[config.mk]
export PLATFORM = sky130hd
export DESIGN_NAME = priority_arbiter
export DESIGN_NICKNAME = d
export VERILOG_FILES = /design/src/rtl/priority_arbiter.sv
export SDC_FILE = /design/constraint.sdc
export NUM_CORES = 1
export LEC_CHECK = 0
export ABC_AREA = 0
export BUFFER_PORTS_ARGS = -buffer_cell sky130_fd_sc_hd__buf_2
export CELL_PAD_IN_SITES_DETAIL_PLACEMENT = 1
export CELL_PAD_IN_SITES_GLOBAL_PLACEMENT = 1
export CORE_ASPECT_RATIO = 2
export CORE_UTILIZATION = 43
export DETAILED_ROUTE_END_ITERATION = 8
export GPL_ROUTABILITY_DRIVEN = 0
export PLACE_DENSITY = 0.81
export SLEW_MARGIN = 40
export SYNTH_ARGS = -nofsm -noshare
export SYNTH_HDL_FRONTEND = slang
export SYNTH_SLANG_ARGS = --single-unit
[constraint.sdc]
create_clock -name clk -period 13.4 [get_ports clk]
set_input_delay 0.67 -clock clk [delete_from_list [all_inputs] [get_ports clk]]
set_output_delay 0.67 -clock clk [all_outputs]
set_load 0.02 [all_outputs]
[src/rtl/priority_arbiter.sv]
// Priority arbiter: highest prio wins, ties resolved round-robin,
// grants bounded by MAX_HOLD with a timeout pulse on forced release.
module priority_arbiter #(
    parameter  int NREQ     = 8,
    parameter  int PW       = 2,
    parameter  int MAX_HOLD = 16,
    localparam int IW       = (NREQ > 1) ? $clog2(NREQ) : 1
) (
    input  logic               clk,
    input  logic               reset,
    input  logic [NREQ-1:0]    req,
    input  logic [NREQ*PW-1:0] prio,
    input  logic               done,
    output logic [NREQ-1:0]    gnt,
    output logic [IW-1:0]      gnt_id,
    output logic               gnt_valid,
    output logic               timeout
);

    localparam int HW = (MAX_HOLD > 1) ? $clog2(MAX_HOLD) : 1;
    localparam logic [HW-1:0] HOLD_LAST = HW'(MAX_HOLD - 1);
    localparam logic [IW-1:0] ID_LAST   = IW'(NREQ - 1);

    typedef enum logic {
        IDLE,
        GRANT
    } state_t;

    state_t          r_state;
    logic [NREQ-1:0] r_gnt;
    logic [IW-1:0]   r_gnt_id;
    logic [IW-1:0]   r_rr_ptr;
    logic            r_gnt_valid;
    logic            r_timeout;
    logic [HW-1:0]   r_hold_cnt;

    logic [IW-1:0]   w_win;
    logic            w_keep;
    logic            w_at_limit;
    logic            w_rel;
    logic [IW-1:0]   w_next_ptr;

    // Scan from rr_ptr; strict '>' keeps the first tied requester.
    always_comb begin : pick
        logic [PW-1:0] v_best;
        logic          v_found;
        int            v_idx;
        w_win   = r_rr_ptr;
        v_best  = '0;
        v_found = 1'b0;
        v_idx   = 0;
        for (int k = 0; k < NREQ; k++) begin
            v_idx = int'(r_rr_ptr) + k;
            if (v_idx >= NREQ) v_idx -= NREQ;
            if (req[v_idx] &&
                (!v_found || prio[PW*v_idx +: PW] > v_best)) begin
                v_found = 1'b1;
                v_best  = prio[PW*v_idx +: PW];
                w_win   = IW'(v_idx);
            end
        end
    end

    assign w_keep     = req[r_gnt_id] & ~done;
    assign w_at_limit = (r_hold_cnt == HOLD_LAST);
    assign w_rel      = ~w_keep | w_at_limit;
    assign w_next_ptr = (r_gnt_id == ID_LAST) ? '0 : r_gnt_id + 1'b1;

    always_ff @(posedge clk) begin
        if (!reset) begin
            r_state     <= IDLE;
            r_gnt       <= '0;
            r_gnt_id    <= '0;
            r_rr_ptr    <= '0;
            r_gnt_valid <= 1'b0;
            r_timeout   <= 1'b0;
            r_hold_cnt  <= '0;
        end else begin
            unique case (r_state)
                IDLE: begin
                    r_timeout <= 1'b0;
                    if (|req) begin
                        r_state     <= GRANT;
                        r_gnt       <= NREQ'(1) << w_win;
                        r_gnt_id    <= w_win;
                        r_gnt_valid <= 1'b1;
                        r_hold_cnt  <= '0;
                    end
                end
                GRANT: begin
                    if (w_rel) begin
                        r_state     <= IDLE;
                        r_gnt       <= '0;
                        r_gnt_valid <= 1'b0;
                        // Only a pure hold-limit release still wants the bus.
                        r_timeout   <= w_keep;
                        r_rr_ptr    <= w_next_ptr;
                    end else begin
                        r_hold_cnt  <= r_hold_cnt + 1'b1;
                        r_timeout   <= 1'b0;
                    end
                end
                default: r_state <= IDLE;
            endcase
        end
    end

    assign gnt       = r_gnt;
    assign gnt_id    = r_gnt_id;
    assign gnt_valid = r_gnt_valid;
    assign timeout   = r_timeout;

endmodule

Word-level counts from Yosys, hierarchy flattened
Index checks and enable logic that the tools add are counted.
{"block": "word_totals", "register_bits": 21, "latchBits": 0, "ramBits": 0, "romBits": 0, "out_inout_bits": 13, "word_cells": 164, "memories": 0}
{"block": "classes", "n_addsub": 17, "mul": 0, "n_div": 0, "magnitude_cmp": 24, "eq_ne": 5, "shifts": 9, "n_mux": 71, "bitwise": 5, "reduce_logical": 26}
{"cell": "32-bit by 5-bit less-than comparator with 1-bit output (second input constant)", "count": 8}
{"cell": "32-bit 2-to-1 mux", "count": 8}
{"cell": "16-bit by 32-bit indexed part select with 2-bit output", "count": 8}
{"cell": "4-bit by 4-bit subtractor with 5-bit output (second input constant)", "count": 7}
{"cell": "1-bit 2-to-1 mux", "count": 29}
{"cell": "4-bit >= comparator (second input constant)", "count": 7}
{"cell": "1-bit binary-select mux with 3-bit select", "count": 9}
{"cell": "3-bit 2-to-1 mux", "count": 9}
{"cell": "3-bit by 3-bit adder with 4-bit output (second input constant)", "count": 4}
{"cell": "8-bit 2-to-1 mux", "count": 2}
{"cell": "8-bit one-hot mux with 2 select lines", "count": 1}
{"cell": "2-bit > comparator", "count": 7}
{"cell": "2-bit 2-to-1 mux", "count": 7}
{"cell": "3-bit by 2-bit adder with 4-bit output (second input constant)", "count": 2}
{"cell": "4-bit 2-to-1 mux", "count": 2}
{"cell": "4-bit one-hot mux with 2 select lines", "count": 1}
{"cell": "2-bit AND reduction", "count": 4}
{"cell": "8-bit OR reduction", "count": 1}
{"cell": "1-bit by 3-bit left shift with 8-bit output (first input constant)", "count": 1}
{"cell": "1-bit logical AND", "count": 7}
{"cell": "1-bit logical NOT", "count": 7}
{"cell": "1-bit logical OR", "count": 7}
{"cell": "1-bit one-hot mux with 2 select lines", "count": 3}
{"cell": "3-bit by 4-bit subtractor with 5-bit output (second input constant)", "count": 1}
{"cell": "12 further kinds", "count": 15}

Logic depth before layout (Yosys ltp)
Gate-level depths: netlist of run 1.
{"block": "logic_depth", "ltp_word": 37, "ltp_mapped": 57, "depth_no_buf": 54}

Worst setup path before layout of run 1
OpenSTA, ideal clock, no wires.
{"block": "synth_timing", "path_kind": "reg-to-reg", "startpoint": "register r_rr_ptr[1]", "endpoint": "register r_gnt[1] (netlist: gnt[1])", "arrival_time_ns": 10.416, "setup_slack_ns": 2.850, "stages_incl_launch_ff": 55, "path_buffers": 3, "synth_period_minus_slack_ns": 10.550, "path_cell_list": "dfxtp_1 buf_2 inv_1 ha_1 buf_6 clkbuf_1 mux4_2 nand2_1 nand2_1 ha_1 nor2b_1 o21ai_0 a21oi_1 mux2i_1 ha_1 nor2b_1 o21ai_0 o221a_2 [... 19 more ...] a21o_1 nand2_1 nor2_1 a21o_1 ha_1 nor2b_1 o21ai_0 nor2_1 a31o_2 o21a_1 ha_1 a21oi_1 a21oi_1 a41oi_1 nor2_2 or4_1 o2111ai_1 o31ai_1"}
{"block": "synth_between", "elab_chain_cells": 37, "elab_cells_between_ends": 116, "cone_classes": "add/sub: 15; order compare: 15; shift: 9; mux: 56; reduce/logical: 21"}
{"item": "start, declared", "line_no": "32", "source": "logic [IW-1:0] r_rr_ptr;"}
{"item": "start signal, assigned", "line_no": "97", "source": "r_rr_ptr <= w_next_ptr;"}
{"item": "parallel branches: the longest is 33 deep, another holds 4-bit by 4-bit subtractor with 5-bit output"}
{"item": "3-bit 2-to-1 mux (*)", "line_no": "55", "source": "if (req[v_idx] &&"}
{"item": "1-bit by 3-bit left shift with 8-bit output (*)", "line_no": "84", "source": "r_gnt <= NREQ'(1) << w_win;"}
{"item": "8-bit 2-to-1 mux (*)", "line_no": "82", "source": "if (|req) begin"}
{"item": "8-bit one-hot mux with 2 select lines (*)", "line_no": "79", "source": "unique case (r_state)"}
{"item": "end signal, assigned", "line_no": "84"}
{"item": "end, declared", "line_no": "30", "source": "logic [NREQ-1:0] r_gnt;"}
Every way passes the cells marked *. The select of a mux whose other input is x is not followed.
A chain may end at the register's enable or synchronous reset.

Worst setup path in the final report of run 1
Same ends and word-level chain as after synthesis.

==> flow_metrics.tcl, run 1 <==
set metrics [dict create \
    outcome "finished, final reports clean" \
    rows 43 \
    relSlewSlack_pct 49.6 \
    holdWs_ns 0.448 \
    wl_per_cell_um 22.1 \
    tightest_slew_ns 0.757 \
    yosys-top-cells-area "mux4_2 (25%), dfxtp_1 (14%), ha_1 (9.3%), nand2_1 (6.0%), mux2i_1 (5.2%)" \
    synth_cell_types 65 \
    cts.repair.resized 0 \
    first_pass_iters 4 \
    r2r-start "r_rr_ptr[1]" \
    core_region_area_um2 6940 \
    synth_flop_cell "dfxtp_1" \
    nFillCells 828 \
    clk_pin_slew_ns 0.06 \
    hpwl_um 8140 \
    setup_slack_ns 1.33 \
    nets 420 \
    critPathLaunch "r_rr_ptr[1]" \
    r2r_setup_slack_ns 1.33 \
    drc 0 \
    finalSetupViolations 0 \
    critPathRequiredTime_ns 13.53 \
    area_growth_pct 11.0 \
    fin_crit_sh_pct 90.1 \
    clockBufferDepth 2 \
    endpoint_kind "flip-flop" \
    setup_tns_ns 0 \
    crit_type "flip-flop to flip-flop" \
    fin_skew_ns 0.00282 \
    crit_path_start_kind "flip-flop" \
    synth_area_per_cell_um2 9.19 \
    cts_buffers 3 \
    drive_gt1_share_pct 28.5 \
    via_per_inst 6.69 \
    yosysWarnings 0 \
    syn_area_um2 3110 \
    crit_arrival_ns 12.20 \
    synth_edf_count 0 \
    dp_slack_ns 1.57 \
    fmax_mhz 82.8 \
    ys_seq_area_share_pct 13.5 \
    layout_commonest_cell "nand2_1" \
    async_flop_share_pct 0 \
    fin_crit_ns 12.07 \
    r2r_end "gnt[1]" \
    ys_seq_elements 21 \
    htree_num_levels 1 \
    seq_area_um2 422 \
    slowest_stage "ha_1" \
    drt-initial-drc-count 147 \
    io_buffers 39 \
    die_w_um 62.1 \
    syn_nets 388 \
    cts_setup_buffers 0 \
    max_stage_delay_ns 0.71 \
    clk_latency_ns 0.26 \
    ios 40 \
    cp-endpoint "gnt[1]" \
    cts_tree "built" \
    drt-total-wl_um 10100 \
    root_buffer "clkbuf_16" \
    grt_max_degree 35 \
    grt_pass1_vias 3287 \
    rsz0062_at_grt "no" \
    antenna_found_initial 0 \
    overflow 0 \
    hp-class "flip-flop to flip-flop" \
    grt_use_total_pct 28.0 \
    fp.dieH_um 122 \
    num_vias 3069 \
    hold_violations 0 \
    final-max-slew-violation-count 0 \
    reg2reg_depth 51 \
    min_path_cells 2 \
    path_max_fanout 13 \
    multi_input_comb_area_um2 2570 \
    antenna_cells 0 \
    die_area_um2 7590 \
    path_common_cell "ha_1" \
    layout_common_cells "nand2_1 (50), buf_2 (39), mux4_2 (34)" \
    yosysTopAreaCell "mux4_2" \
    cap_violations 0 \
    grt_pass1_wl_um 16300 \
    clock_sinks 21 \
    ant_nets 0 \
    synth_top_area_share_pct 24.6 \
    ctsHoldBuffers 0 \
    netlist_instances 338 \
    initial_core_util_pct 44.8 \
]
metal layers:
layer  GRT usage [%]  wire length (um)  up-vias
met3            1.59               266       41
li1                -                 -     1380
met1            26.6              3520     1551
met5               0                 0        -
met2            54.5              5610       97
met4            22.4               754        0
Yosys cell counts (8+ instances only):
master / number
mux4_2: 34
inv_1: 8
nand3_1: 10
nor2_1: 23
mux2_2: 9
ha_1: 23
a21o_1: 8
dfxtp_1: 21
nand2_1: 50
mux2i_1: 16
a21oi_1: 21
o21ai_0: 10
per-stage QoR:
stage	cell area, um2	instances	util, %
after global routing	3450	459	49.7
after floorplan	3110	338	-
after global placement	3360	455	48.4
after detailed placement	3360	455	48.4
final	3450	459	49.7
after CTS	3440	459	49.6
worst max-delay path: cells and delay by family (launching register included):
| kind | cells | cell delay (ns) |
|---|---|---|
| compound gates | 23 | 5.24 |
| fa+ha+maj | 8 | 2.73 |
| simple gates | 17 | 2.49 |
| mux | 2 | 1.02 |
| flops | 1 | 0.33 |
| buf+inv | 1 | 0.12 |
final cells by class:
type,count,area share [%]
Multi-Input combinational cell,292,74.7
Sequential cell,21,12.2
Timing Repair Buffer,43,6.53
Tap cell,90,3.27
Clock buffer,4,2.29
Inverter,9,0.980
registers in the layout (all words and copies together) (netlist names):
signal      flops
timeout         1
gnt             8
r_hold_cnt      4
gnt_valid       1
r_state         1
r_rr_ptr        3
gnt_id          3
cell families after synthesis:
group / count (synthesis) / synth area share, %
adders and majority gates: 23 / 9.26
AOI/OAI and AO/OA: 86 / 20.3
and+or+nand+nor: 117 / 17.6
muxes: 61 / 33.9
DFF: 21 / 13.5
xor gates and xnor gates: 5 / 1.65
buffers and inverters: 25 / 3.79
how the worst min path moves through the flow:
stage	startpoint	endpoint	slack [ns]
after floorplan	r_hold_cnt[1]	r_hold_cnt[1]	0.48
after global placement	gnt[7]	gnt[7]	0.43
after detailed placement	gnt[5]	gnt[5]	0.44
after CTS	gnt[2]	gnt[2]	0.46
after global routing	gnt[4]	gnt[4]	0.48
final	gnt[2]	gnt[2]	0.45
Power of run 1 is left out: the tool's default activity adds up to more than one toggle a clock period on the data nets, which glitch-free logic cannot reach.
==> run 2, diff against run 1 <==
--- a/config.mk
+++ b/config.mk
@@ -10,6 +10,7 @@
 export CELL_PAD_IN_SITES_DETAIL_PLACEMENT = 1
 export CELL_PAD_IN_SITES_GLOBAL_PLACEMENT = 1
 export CORE_ASPECT_RATIO = 2
+export CORE_MARGIN = 2
 export CORE_UTILIZATION = 43
 export DETAILED_ROUTE_END_ITERATION = 8
 export GPL_ROUTABILITY_DRIVEN = 0
==> constraint.sdc (replaced) <==
create_clock -name clk -period 13.4 [get_ports clk]
set_input_delay 0.67 -clock clk [delete_from_list [all_inputs] [get_ports clk]]
set_output_delay 0.67 -clock clk [all_outputs]
set_load 0.005 [all_outputs]
==> run 2 against run 1 <==
  * Non-clock buffer count unchanged
  * Core utilization down 0.38 points
  * Sequential cell count unchanged
  * First-iteration DRC count down 29%
  * Worst setup slack worse by 0.18 ns
  * Clock skew up 0.00084 ns
==> flow_metrics.tcl, run 2 (synthesis results as in run 1) <==
set metrics [dict create \
    critPathLaunch "r_rr_ptr[1]" \
    clk_pin_slew_ns 0.06 \
    antenna_cells 0 \
    cap_violations 0 \
    clk_latency_ns 0.26 \
    area_growth_pct 11.0 \
    first_pass_iters 4 \
    critPathRequiredTime_ns 13.52 \
    finalSetupViolations 0 \
    path_common_cell "ha_1" \
    slowest_stage "ha_1" \
    rows 43 \
    grt_pass1_vias 3111 \
    die_w_um 64.1 \
    drc 0 \
    htree_num_levels 1 \
    cp-endpoint "gnt[4]" \
    grt_use_total_pct 26.8 \
    num_vias 3024 \
    hold_violations 0 \
    via_per_inst 6.59 \
    io_buffers 39 \
    fin_crit_ns 12.26 \
    fin_skew_ns 0.00367 \
    ant_nets 0 \
    tightest_slew_ns 0.706 \
    ctsHoldBuffers 0 \
    hp-class "flip-flop to flip-flop" \
    die_area_um2 7960 \
    antenna_found_initial 0 \
    r2r-start "r_rr_ptr[1]" \
    r2r_end "gnt[4]" \
    setup_tns_ns 0 \
    ios 40 \
    root_buffer "clkbuf_16" \
    layout_commonest_cell "nand2_1" \
    drt-initial-drc-count 104 \
    rsz0062_at_grt "no" \
    fp.dieH_um 124 \
    core_region_area_um2 6990 \
    endpoint_kind "flip-flop" \
    cts_setup_buffers 0 \
    layout_common_cells "nand2_1 (50), buf_2 (39), mux4_2 (34)" \
    grt_max_degree 35 \
    clock_sinks 21 \
    path_max_fanout 24 \
    cts_buffers 3 \
    final-max-slew-violation-count 0 \
    cts.repair.resized 0 \
    cts_tree "built" \
    hpwl_um 8530 \
    nets 420 \
    overflow 0 \
    r2r_setup_slack_ns 1.14 \
    crit_type "flip-flop to flip-flop" \
    reg2reg_depth 52 \
    outcome "finished, final reports clean" \
    drt-total-wl_um 10400 \
    drive_gt1_share_pct 28.5 \
    clockBufferDepth 2 \
    crit_path_start_kind "flip-flop" \
    relSlewSlack_pct 52.9 \
    fmax_mhz 81.6 \
    fin_crit_sh_pct 91.5 \
    initial_core_util_pct 44.4 \
    max_stage_delay_ns 0.70 \
    grt_pass1_wl_um 16400 \
    wl_per_cell_um 22.6 \
    largest_reg_flops 8 \
    crit_arrival_ns 12.38 \
]
-- run 2: worst max-delay path: cells and delay by family (launching register included) --
family | cells | cell delay [ns]
simple gates | 17 | 2.50
flops | 1 | 0.30
buf+inv | 2 | 0.55
fa+ha+maj | 8 | 2.69
compound gates | 23 | 5.01
mux | 2 | 1.01
-- run 2: worst min path at each step --
stage                     startpoint  endpoint  slack (ns)  cells after the start
after detailed placement      gnt[2]    gnt[2]        0.44                      2
after floorplan               gnt[4]    gnt[4]        0.44                      2
after global routing          gnt[2]    gnt[2]        0.48                      2
final                         gnt[2]    gnt[2]        0.45                      2
after CTS                     gnt[2]    gnt[2]        0.46                      2
after global placement        gnt[5]    gnt[5]        0.43                      2
-- run 2: cell type report --
class,count,area [um2]
inverter,9,33.8
sequential,21,422
multi-input combinational,292,2570
clock buffer,4,78.8
fill,877,3550
timing repair buffer,43,225
tap,90,113
-- run 2: metrics by stage --
step | instance area (um2) | hold WS, ns | instances | utilization (%) | setup slack [ns]
floorplan | 3110 | 0.444 | 338 | - | 2.85
global placement | 3360 | 0.428 | 455 | 48.1 | 1.66
detailed placement | 3360 | 0.443 | 455 | 48.1 | 1.29
CTS | 3440 | 0.456 | 459 | 49.2 | 1.22
global route | 3450 | 0.476 | 459 | 49.3 | 0.0786
finish | 3450 | 0.450 | 459 | 49.3 | 1.14
-- run 2: metal layers --
layer | vias to the layer above | global-route usage [%] | share of wire [%]
li1 | 1377 | - | -
met1 | 1515 | 27.2 | 35
met2 | 97 | 50.9 | 57
met3 | 35 | 1.36 | 2.2
met4 | 0 | 16.6 | 6.3
met5 | - | 0 | 0
Power of run 2 is left out for the same reason.
